**config.mk**
```make
export PLATFORM = sky130hd
export DESIGN_NAME = twos_to_signmag_seq
export DESIGN_NICKNAME = d
export VERILOG_FILES = /design/src/rtl/fp_div_pkg.sv /design/src/rtl/twos_to_signmag_seq_negate_chunk.sv /design/src/rtl/twos_to_signmag_seq.sv
export SDC_FILE = /design/constraint.sdc
export NUM_CORES = 1
export LEC_CHECK = 0
export CAP_MARGIN = 20
export CORE_MARGIN = 2
export CORE_UTILIZATION = 42
export DETAILED_ROUTE_END_ITERATION = 8
export PLACE_DENSITY = 0.89
export SYNTH_ARGS = -nofsm -noshare
export SYNTH_HDL_FRONTEND = slang
export SYNTH_SLANG_ARGS = --single-unit
```
**constraint.sdc**
```tcl
create_clock -name clk -period 2.7 [get_ports clk]
set_clock_uncertainty 0.15 [all_clocks]
set_input_delay 0.27 -clock clk [delete_from_list [all_inputs] [get_ports clk]]
set_output_delay 0.27 -clock clk [all_outputs]
set_load 0.02 [all_outputs]
```
**src/rtl/fp_div_pkg.sv**
```systemverilog
// Shared divider-datapath definitions: default operand width, converter FSM states,
// and the most-negative-value helper.
package fp_div_pkg;

  localparam int unsigned DIV_WIDTH = 49;
  localparam int unsigned MAX_WIDTH = 256;

  typedef enum logic [1:0] {
    IDLE = 2'd0,
    CONV = 2'd1,
    DONE = 2'd2
  } conv_state_t;

  // Returns a word with only bit width-1 set; callers truncate to their own width.
  function automatic logic [MAX_WIDTH-1:0] most_neg(input int unsigned width);
    logic [MAX_WIDTH-1:0] v;
    v = '0;
    v[width-1] = 1'b1;
    return v;
  endfunction

endpackage

```
**src/rtl/twos_to_signmag_seq_negate_chunk.sv**
```systemverilog
// Combinational CHUNK-bit invert-plus-carry-in slice used for ripple negation.
module negate_chunk #(
  parameter int unsigned CHUNK = 7
) (
  input  logic [CHUNK-1:0] i_x,
  input  logic             i_cin,
  output logic [CHUNK-1:0] o_sum,
  output logic             o_cout
);

  logic [CHUNK:0] w_res;

  assign w_res  = {1'b0, ~i_x} + {{CHUNK{1'b0}}, i_cin};
  assign o_sum  = w_res[CHUNK-1:0];
  assign o_cout = w_res[CHUNK];

endmodule

```
**src/rtl/twos_to_signmag_seq.sv**
```systemverilog
// Multi-cycle two's-complement to sign-magnitude converter, negating CHUNK bits per cycle.
// Optional out_zero port enabled by defining TWOS_TO_SIGNMAG_ZERO_FLAG_EN.
module twos_to_signmag_seq
  import fp_div_pkg::*;
#(
  parameter int unsigned WIDTH = DIV_WIDTH,
  parameter int unsigned CHUNK = 7
) (
  input  logic             clk,
  input  logic             rst,
  input  logic             in_valid,
  output logic             in_ready,
  input  logic [WIDTH-1:0] in_data,
  output logic             out_valid,
  input  logic             out_ready,
  output logic             out_sign,
  output logic [WIDTH-1:0] out_mag,
  output logic             out_ovf
`ifdef TWOS_TO_SIGNMAG_ZERO_FLAG_EN
  ,
  output logic             out_zero
`endif
);

  localparam int unsigned NCHUNK = WIDTH / CHUNK;
  localparam int unsigned KW     = (NCHUNK > 1) ? $clog2(NCHUNK) : 1;
  localparam logic [KW-1:0] K_LAST = KW'(NCHUNK - 1);
  localparam logic [MAX_WIDTH-1:0] MOST_NEG_FULL = most_neg(WIDTH);
  localparam logic [WIDTH-1:0] MOST_NEG = MOST_NEG_FULL[WIDTH-1:0];

  generate
    if ((WIDTH % CHUNK) != 0 || WIDTH > MAX_WIDTH || CHUNK == 0) begin : g_cfg_err
      $error("twos_to_signmag_seq: CHUNK must divide WIDTH and WIDTH must not exceed MAX_WIDTH");
    end
  endgenerate

  conv_state_t r_state, w_next;

  logic             r_sign;
  logic [WIDTH-1:0] r_mag;
  logic             r_ovf;
  logic             r_carry;
  logic [KW-1:0]    r_k;
  logic             w_accept;
  logic [CHUNK-1:0] w_chunk_in;
  logic [CHUNK-1:0] w_chunk_out;
  logic             w_cout;

  // The magnitude register holds the operand and is negated in place, one chunk per cycle.
  assign w_chunk_in = r_mag[r_k*CHUNK +: CHUNK];

  negate_chunk #(.CHUNK(CHUNK)) u_negate (
    .i_x   (w_chunk_in),
    .i_cin (r_carry),
    .o_sum (w_chunk_out),
    .o_cout(w_cout)
  );

  always_ff @(posedge clk) begin
    if (rst) r_state <= IDLE;
    else     r_state <= w_next;
  end

  always_comb begin
    w_next    = r_state;
    in_ready  = 1'b0;
    out_valid = 1'b0;
    w_accept  = 1'b0;
    unique case (r_state)
      IDLE: begin
        in_ready = 1'b1;
        if (in_valid) begin
          w_accept = 1'b1;
          w_next   = in_data[WIDTH-1] ? CONV : DONE;
        end
      end
      CONV: begin
        if (r_k == K_LAST) w_next = DONE;
      end
      DONE: begin
        out_valid = 1'b1;
        if (out_ready) w_next = IDLE;
      end
      default: w_next = IDLE;
    endcase
  end

  always_ff @(posedge clk) begin
    if (rst) begin
      r_sign  <= 1'b0;
      r_mag   <= '0;
      r_ovf   <= 1'b0;
      r_carry <= 1'b0;
      r_k     <= '0;
    end else if (w_accept) begin
      r_sign  <= in_data[WIDTH-1];
      r_mag   <= in_data;
      r_ovf   <= (in_data == MOST_NEG);
      r_carry <= 1'b1;
      r_k     <= '0;
    end else if (r_state == CONV) begin
      // Carry out of the final chunk is only set for a negated zero, which never occurs.
      r_mag[r_k*CHUNK +: CHUNK] <= w_chunk_out;
      r_carry                   <= w_cout;
      r_k                       <= r_k + 1'b1;
    end
  end

  assign out_sign = r_sign;
  assign out_mag  = r_mag;
  assign out_ovf  = r_ovf;

`ifdef TWOS_TO_SIGNMAG_ZERO_FLAG_EN
  logic r_zero;

  always_ff @(posedge clk) begin
    if (rst)           r_zero <= 1'b0;
    else if (w_accept) r_zero <= (in_data == '0);
  end

  assign out_zero = r_zero;
`endif

endmodule

```
==> out/metrics.yaml, run 1 <==
cts_tree: "yes"
fmax_mhz: 391
syn-instance-count: 363
status: "finished, final reports clean"
final_nets: 543
cts_made_buffers: 9
slowest_stage: "dfxtp_1"
gp_congestion: 0.986
firstDrtPassIters: 8
hold_buffers: 0
grt_pass1_vias: 3581
worst-path-max-fanout: 7
layout-drive-gt1-share: 0.133
initial_core_util: 0.428
end_kind: "flip-flop"
portBuffers: 105
path_buf_inv: 1
postCtsSetupRepairBufs: 0
syn_avg_cell_area_um2: 8.96
remaining_drc_errors: 0
die_h_um: 92.0
clk_pin_slew_ns: 0.07
relSlewSlack: 0.551
synth_common_cells: "dfxtp_1 (57), nor2_1 (39), a22oi_1 (25)"
worst_slew_pin_slew_ns: 0.673
period_needed_ns: 2.56
pwr_density_cell_nw_per_um2: 517
yosys_warnings: 0
viasPerCell: 6.52
peakVddDrop_uv: 353
clock_sinks: 57
stdcell_count: 590
ys_types: 55
grt_pass1_wl_um: 19100
ys_ff_latch: 57
grt_max_degree: 37
yosys.area.top_type: "dfxtp_1"
synth_ff_type: "dfxtp_1"
cp_cell_sequence: "and2b_4, a22oi_1, nand2_1, ha_1, inv_1, xnor2_2, a222oi_1, nor2_1"
drt-total-wl_um: 12300
fin_ws_ns: 0.141
dieWidth_um: 92.0
finalHoldViolations: 0
grt.overflow.total: 0
cp.required_ns: 2.77
drt_iter0_drc: 551
setup-tns-final_ns: 0
arrival_ns: 2.63
cts.repair.resized: 1
htree_levels: 3
cap_violations: 0
synthTopCellsByArea: "dfxtp_1 (35%), mux2i_1 (5.8%), a22oi_1 (5.8%)"
place_area_um2: 4530
dieArea_um2: 8470
slew_violations: 0
async_flop_share: 0
via_count: 3848
post-place-ws_ns: -0.0157
clk_path_buf_depth: 2
num_rows: 32
core_area_um2: 7610
synth_most_common_cell: "dfxtp_1"
syn_to_final_growth_pct: 44.6
n_antenna_cell: 0
netlist_area_um2: 3250
cp_slowest_stage_delay_ns: 0.51
cp_top_family: "compound AO/OA/AOI/OAI gates"
syn_nets: 423
grt_usage: 0.292
ant_nets: 0
io_pins: 106
antenna_found_initial: 0
utilization: 0.618
path_class: "flip-flop to flip-flop"
stdcell_area_um2: 4700
rsz0062_at_grt: "no"
placedCellCount: 574
startpoint_type: "flip-flop"
synth_top_cell_area_share: 0.351
hold_path_class: "primary input to flip-flop"
insertion_delay_ns: 0.35
fin_crit_sh: 0.948
synth_edf_count: 0
p_total_mw: 2.43
ys_seq_area_frac: 0.351
routedWlPerCell_um: 20.9
hold_ws_ns: 0.293
root_buffer: "clkbuf_8"
setup_viol: 0
dpl.hpwl_um: 9440
p_leak_nw: 1.68
-- cell type report --
class / count / area (um2)
tap: 102 / 128
clock buffer: 12 / 135
clock inverter: 4 / 20.0
timing repair buffer: 134 / 1280
sequential: 57 / 1140
multi-input combinational: 277 / 1990
inverter: 4 / 15.0
fill: 620 / 2900
-- flip-flops by register name (all words and copies together), names as in the netlist --
name and count:
out_mag 49, out_ovf 1, out_sign 1, r_carry 1, r_k 3, r_state 2
-- power breakdown --
group	switching (mW)	internal (mW)	leakage, nW
clock	0.345	0.327	0.0839
combinational	0.422	0.366	1.13
sequential	0.0663	0.904	0.470
total	0.834	1.60	1.68
-- cell families (layout without fill, tap and decap cells) --
family                     Yosys count  after routing  share of synthesized area
adders and majority gates            7              7                     0.0269
AOI/OAI and AO/OA                  109            109                      0.265
muxes                               20             20                     0.0654
xor gates and xnor gates             9              9                     0.0288
DFF                                 57             57                      0.351
and+or+nand+nor                    132            132                      0.216
buffers and inverters               29            154                     0.0473
-- final timing paths --
check / endpoint / slack, ns / start / depth (start not counted)
worst min-delay path: r_state[1] / 0.29 / rst / 2
worst max-delay path: out_mag[16] / 0.14 / r_k[2] / 8
worst min register to register: out_sign / 0.31 / out_sign / 2
worst max register to register: out_mag[16] / 0.14 / r_k[2] / 8
-- routing by layer --
layer	vias to the layer above	GRT usage	share of wire
met3	56	0.0731	0.12
met1	1790	0.372	0.38
li1	1675	-	-
met5	-	0	0
met4	0	0.174	0.051
met2	327	0.445	0.45
-- worst reg2reg max path: cells and delay by family, from the launching register on --
kind | cells | cell delay, ns
buffers and inverters | 1 | 0.16
XOR/XNOR | 1 | 0.18
AND/OR/NAND/NOR | 3 | 0.52
flip-flops | 1 | 0.51
AO/OA/AOI/OAI | 2 | 0.64
adder cells (fa/ha/maj) | 1 | 0.27
-- layout by cell type (no fill, tap or decap), drive strengths merged, types with 6 or more instances in the layout --
master         count
clkbuf            12
nand3b             7
clkdlybuf4s50    104
nand3              8
nand2             23
o22ai             19
a222oi            17
dfxtp             57
buf               30
a22oi             27
o211ai             7
nor4              13
a21oi             16
ha                 7
and3               7
nor2              40
mux2i             19
nand4              7
nor3               6
Power figures use the tool's default switching activity.
==> run 2, diff against run 1 <==
--- a/config.mk
+++ b/config.mk
@@ -7,9 +7,10 @@
 export LEC_CHECK = 0
 export CAP_MARGIN = 20
 export CORE_MARGIN = 2
-export CORE_UTILIZATION = 42
+export CORE_UTILIZATION = 57
 export DETAILED_ROUTE_END_ITERATION = 8
-export PLACE_DENSITY = 0.89
+export DONT_BUFFER_PORTS = 1
+export PLACE_DENSITY = 0.87
 export SYNTH_ARGS = -nofsm -noshare
 export SYNTH_HDL_FRONTEND = slang
 export SYNTH_SLANG_ARGS = --single-unit
==> out/metrics.yaml, run 2 (synthesis gave the netlist of run 1 again) <==
insertion_delay_ns: 0.36  # about the same
grt_max_degree: 58  # +57%
io_pins: 106  # unchanged
grt_pass1_vias: 3585  # +0.11%
p_seq_frac: 0.406  # +0.007
final_nets: 474  # -13%
syn_to_final_growth_pct: 25.7
worst-path-max-fanout: 5  # -2
violations: "design-rule violations, negative hold slack"
fin_ws_ns: 0.0235  # -0.117 ns
timing.rr.end: "out_mag[12]"
ant_nets: 0  # unchanged
min_to: "out_mag[33]"
htree_levels: 3  # unchanged
dpl.hpwl_um: 8010  # -15%
place_area_um2: 3380  # -26%
grt.overflow.total: 0  # unchanged
largest_reg_flops: 49  # unchanged
gp_congestion: 1.00  # +1.7%
viasPerCell: 7.90  # +21%
fin_crit_sh: 0.991  # +0.0435
r2r_setup_slack_ns: 0.02  # -0.12 ns
hold_depth: 2  # unchanged
n_antenna_cell: 0  # unchanged
slew_violations: 0  # unchanged
remaining_drc_errors: 6  # +6
dieWidth_um: 79.5  # -14%
final.fill_count: 338  # -45%
post-place-ws_ns: 0.0272  # +0.0429 ns
portBuffers: 0  # -100%
grt_usage: 0.413  # +0.121
end_kind: "flip-flop"
power.share.clock: 0.369  # +0.093
clk_pin_slew_ns: 0.07  # about the same
finalHoldViolations: 1  # +1
status: "finished with violations"
core_area_um2: 5510  # -28%
firstDrtPassIters: 9  # +1
pwr_density_cell_nw_per_um2: 627  # +21%
placedCellCount: 431  # -25%
routedWlPerCell_um: 27.0  # +29%
p_int_mw: 1.71  # +7.1%
grt_pass1_wl_um: 19600  # +2.4%
relSlewSlack: 0.425  # -0.126
arrival_ns: 2.75  # +0.12 ns
hold_ws_ns: -0.00524  # -0.298 ns
swShare: 0.332  # -0.0106
timing.critical_path.from: "r_k[1]"
path_class: "flip-flop to flip-flop"
stdcell_count: 491  # -17%
clock_sinks: 57  # unchanged
drt-total-wl_um: 13300  # +7.5%
fmax_mhz: 374  # -4.4%
num_rows: 27  # -16%
drt_iter0_drc: 822  # +49%
dieArea_um2: 6330  # -25%
hold_path_class: "primary input to flip-flop"
die_h_um: 79.5  # -14%
p_total_mw: 2.56  # +5.4%
p_comb_frac: 0.225  # -0.099
power.switching_mw: 0.852  # +2.2%
peakVddDrop_uv: 642  # +82%
via_count: 3881  # +0.86%
cp.required_ns: 2.77  # about the same
p_leak_nw: 1.47  # -13%
clk_path_buf_depth: 2  # unchanged
stdcell_area_um2: 4090  # -13%
final_common_cell: "dfxtp_1"
worst-r2r-cell-count: 8  # unchanged
setup_viol: 0  # unchanged
cts_made_buffers: 9  # unchanged
rsz0062_at_grt: "yes"
rr_startpoint: "r_k[1]"
startpoint_type: "flip-flop"
worst_slew_pin_slew_ns: 0.854  # +0.181 ns
initial_core_util: 0.591  # +0.163
antenna_found_initial: 0  # unchanged
cts_tree: "yes"
cap_violations: 0  # unchanged
root_buffer: "clkbuf_8"
final_cell_mix: "dfxtp_1 (56), dlygate4sd3_1 (41), nor2_1 (38)"
min_from: "in_data[33]"
period_needed_ns: 2.68  # +0.117 ns
layout-drive-gt1-share: 0.150  # +0.0172
## run 2: how the worst max path moves through the flow
stage / slack (ns) / cells past startpoint / to
detailed placement: 0.03 / 8 / out_mag[9]
global placement: 0.12 / 8 / out_mag[16]
CTS: 0.02 / 9 / out_mag[4]
finish: 0.02 / 8 / out_mag[12]
global route: -0.01 / 8 / out_mag[12]
floorplan: 0.008 / 11 / out_mag[32]
## run 2: critical path, cell delays in order, from the launching register on
cell      delay (ns)
dfxtp_2         0.38
mux4_2          0.54
o21ai_2         0.16
ha_1            0.22
inv_1           0.07
a221oi_2        0.36
nand4_1         0.21
nand2_1         0.29
o22ai_1         0.16
## run 2: what timing repair did
action / 4_1_cts / 5_1_grt
endpoints found under the setup margin: 2 / 33
gates cloned: 0 / 0
pin swaps: 0 / 1
gates resized for setup: 1 / 10
buffers inserted: 0 / 2
endpoints found under the hold margin: 56 / 0
hold buffers: 42 / 0
## run 2: area by class of cell
class	instances	area (um2)	area share
Timing Repair Buffer	65	618	0.151
Inverter	4	15.0	0.00367
Clock inverter	5	77.6	0.0190
Sequential cell	57	1140	0.279
Multi-Input combinational cell	277	1990	0.488
Tap cell	72	90.1	0.0220
Clock buffer	11	151	0.0370
## run 2: per-layer routing
layer	vias up	share of wire	routed length, um	GRT usage
li1	1534	-	-	-
met1	1775	0.35	4590	0.502
met2	435	0.43	5650	0.613
met3	137	0.14	1900	0.141
met4	0	0.085	1130	0.274
met5	-	0	0	0
## run 2: power by group through the flow
stage / combinational [mW] / clock, mW / sequential, mW
3_5_place_dp: 0.450 / 0 / 1.05
6_report: 0.577 / 0.945 / 1.04
2_1_floorplan: 0.344 / 0 / 1.03
3_3_place_gp: 0.439 / 0 / 1.05
4_1_cts: 0.524 / 0.927 / 1.03
5_1_grt: 0.599 / 0.975 / 1.04
## run 2: metrics by stage
stage                util  TNS [ns]
global placement    0.613         0
floorplan               -         0
global route        0.742   -0.0278
CTS                 0.734         0
finish              0.742         0
detailed placement  0.613         0
==> run 3, diff against run 2 <==
--- a/config.mk
+++ b/config.mk
@@ -5,12 +5,11 @@
 export SDC_FILE = /design/constraint.sdc
 export NUM_CORES = 1
 export LEC_CHECK = 0
-export CAP_MARGIN = 20
 export CORE_MARGIN = 2
-export CORE_UTILIZATION = 57
+export CORE_UTILIZATION = 40
 export DETAILED_ROUTE_END_ITERATION = 8
 export DONT_BUFFER_PORTS = 1
-export PLACE_DENSITY = 0.87
+export PLACE_DENSITY = 0.68
 export SYNTH_ARGS = -nofsm -noshare
 export SYNTH_HDL_FRONTEND = slang
 export SYNTH_SLANG_ARGS = --single-unit
==> out/metrics.yaml, run 3 (synthesis gave the netlist of run 1 again) <==
cts_made_buffers: 9  # unchanged
power.share.clock: 0.293  # -0.076
layout-drive-gt1-share: 0.152  # +0.00202
setup_viol: 0  # unchanged
grt_pass1_wl_um: 19300  # -1.2%
status: "finished, final reports clean"
power.switching_mw: 0.801  # -6.0%
antenna_found_initial: 0  # unchanged
hold_path_class: "primary input to flip-flop"
dpl.hpwl_um: 8800  # +9.9%
pwr_density_cell_nw_per_um2: 559  # -11%
portBuffers: 0  # unchanged
setup.worst_path.end: "out_mag[9]"
ant_nets: 0  # unchanged
insertion_delay_ns: 0.35  # about the same
startpoint_type: "flip-flop"
rr_startpoint: "r_k[0]"
r2r_setup_slack_ns: 0.12  # +0.09 ns
drt-total-wl_um: 12400  # -6.3%
finalHoldViolations: 0  # -1
swShare: 0.352  # +0.0200
p_comb_frac: 0.254  # +0.029
place_area_um2: 3460  # +2.6%
period_needed_ns: 2.58  # -0.0946 ns
timing.rr.end: "out_mag[9]"
syn_to_final_growth_pct: 25.0
arrival_ns: 2.66  # -0.09 ns
final_common_cell: "dfxtp_1"
clock_sinks: 57  # unchanged
fin_crit_sh: 0.956  # -0.0351
initial_core_util: 0.417  # -0.174
timing.critical_path.from: "r_k[0]"
grt.overflow.total: 0  # unchanged
cp.required_ns: 2.78  # about the same
rsz0062_at_grt: "no"
die_h_um: 94.2  # +18%
drt_iter0_drc: 448  # -45%
viasPerCell: 6.73  # -15%
worst-r2r-cell-count: 11  # +3
final.fill_count: 722  # +110%
path_class: "flip-flop to flip-flop"
htree_levels: 3  # unchanged
utilization: 0.521  # -0.222
relSlewSlack: 0.540  # +0.114
n_antenna_cell: 0  # unchanged
core_area_um2: 7810  # +42%
worst_slew_pin_slew_ns: 0.685  # -0.169 ns
setup-tns-final_ns: 0  # unchanged
io_pins: 106  # unchanged
grt_usage: 0.289  # -0.123
stdcell_count: 522  # +6.3%
cap_violations: 0  # unchanged
firstDrtPassIters: 6  # -3
final_nets: 477  # +0.63%
cts_tree: "yes"
p_seq_frac: 0.453  # +0.047
num_rows: 32  # +19%
peakVddDrop_uv: 330  # -49%
stdcell_area_um2: 4070  # -0.55%
via_count: 3511  # -9.5%
gp_congestion: 0.928  # -7.5%
clk_pin_slew_ns: 0.06  # about the same
clk_path_buf_depth: 2  # unchanged
dieWidth_um: 94.2  # +18%
p_leak_nw: 1.45  # -1.6%
root_buffer: "clkbuf_8"
dieArea_um2: 8870  # +40%
p_int_mw: 1.47  # -14%
grt_max_degree: 59  # +1.7%
end_kind: "flip-flop"
remaining_drc_errors: 0  # -6
largest_reg_flops: 49  # unchanged
slew_violations: 0  # unchanged
fmax_mhz: 387  # +3.7%
final_cell_mix: "dfxtp_1 (55), dlygate4sd3_1 (39), nor2_1 (38)"
placedCellCount: 466  # +8.1%
worst-path-max-fanout: 30  # +25
hold_depth: 2  # unchanged
grt_pass1_vias: 3526  # -1.6%
routedWlPerCell_um: 23.8  # -12%
-- run 3: cell types whose count changed in the layout (fill, tap and decap cells not counted), sizes merged --
cell,delta
bufinv,-2
clkinv,+1
clkbuf,-1
buf,+5
dlygate4sd3,-2
-- run 3: final cells by class --
class                           count  area, um2  area share
Clock buffer                       10        128      0.0314
Clock inverter                      4       22.5     0.00554
Inverter                            4       15.0     0.00369
Multi-Input combinational cell    277       1980       0.488
Sequential cell                    57       1140       0.281
Tap cell                          102        128      0.0314
Timing Repair Buffer               68        644       0.159
-- run 3: metrics by stage --
stage	hold slack (ns)	total power [mW]	worst slack, ns
floorplan	0.266	1.38	0.00751
global placement	0.198	1.52	0.120
detailed placement	0.200	1.53	0.0797
CTS	0.00355	2.24	0.0573
global route	0.00480	2.36	0.00118
finish	0.00818	2.27	0.118
-- run 3: critical path, cell delays in order (launching register included) --
cell      delay [ns]
dfxtp_1         0.36
buf_12          0.21
nand2_1         0.08
o221ai_1        0.32
o21ai_2         0.11
ha_1            0.20
ha_2            0.19
inv_1           0.13
xnor2_1         0.14
buf_4           0.18
a222oi_1        0.31
nor2_1          0.07
-- run 3: power groups by stage --
stage          clock, mW  combinational, mW  sequential [mW]
2_1_floorplan          0              0.344             1.03
3_3_place_gp           0              0.472             1.05
3_5_place_dp           0              0.480             1.05
4_1_cts            0.667              0.547             1.03
5_1_grt            0.709              0.616             1.04
6_report           0.665              0.578             1.03
-- run 3: worst min path at each step --
| stage | startpoint | end | slack [ns] |
|---|---|---|---|
| 2_1_floorplan | in_data[14] | out_mag[14] | 0.27 |
| 3_3_place_gp | rst | out_sign | 0.20 |
| 3_5_place_dp | rst | out_sign | 0.20 |
| 4_1_cts | in_data[2] | out_mag[2] | 0.004 |
| 5_1_grt | in_data[10] | out_mag[10] | 0.005 |
| 6_report | in_data[2] | out_mag[2] | 0.008 |
-- run 3: routing by layer --
| metal | vias up | share of wire | track usage |
|---|---|---|---|
| met4 | 0 | 0.043 | 0.152 |
| met5 | - | 0 | 0 |
| met1 | 1688 | 0.38 | 0.362 |
| li1 | 1540 | - | - |
| met3 | 47 | 0.11 | 0.0803 |
| met2 | 236 | 0.47 | 0.451 |
-- run 3: repair_timing --
action                                 in CTS  in global routing
endpoints found under the hold margin      56                  0
gates resized for setup                     0                  7
setup endpoints to repair                   0                 27
setup buffers                               0                  2
hold buffers                               40                  0
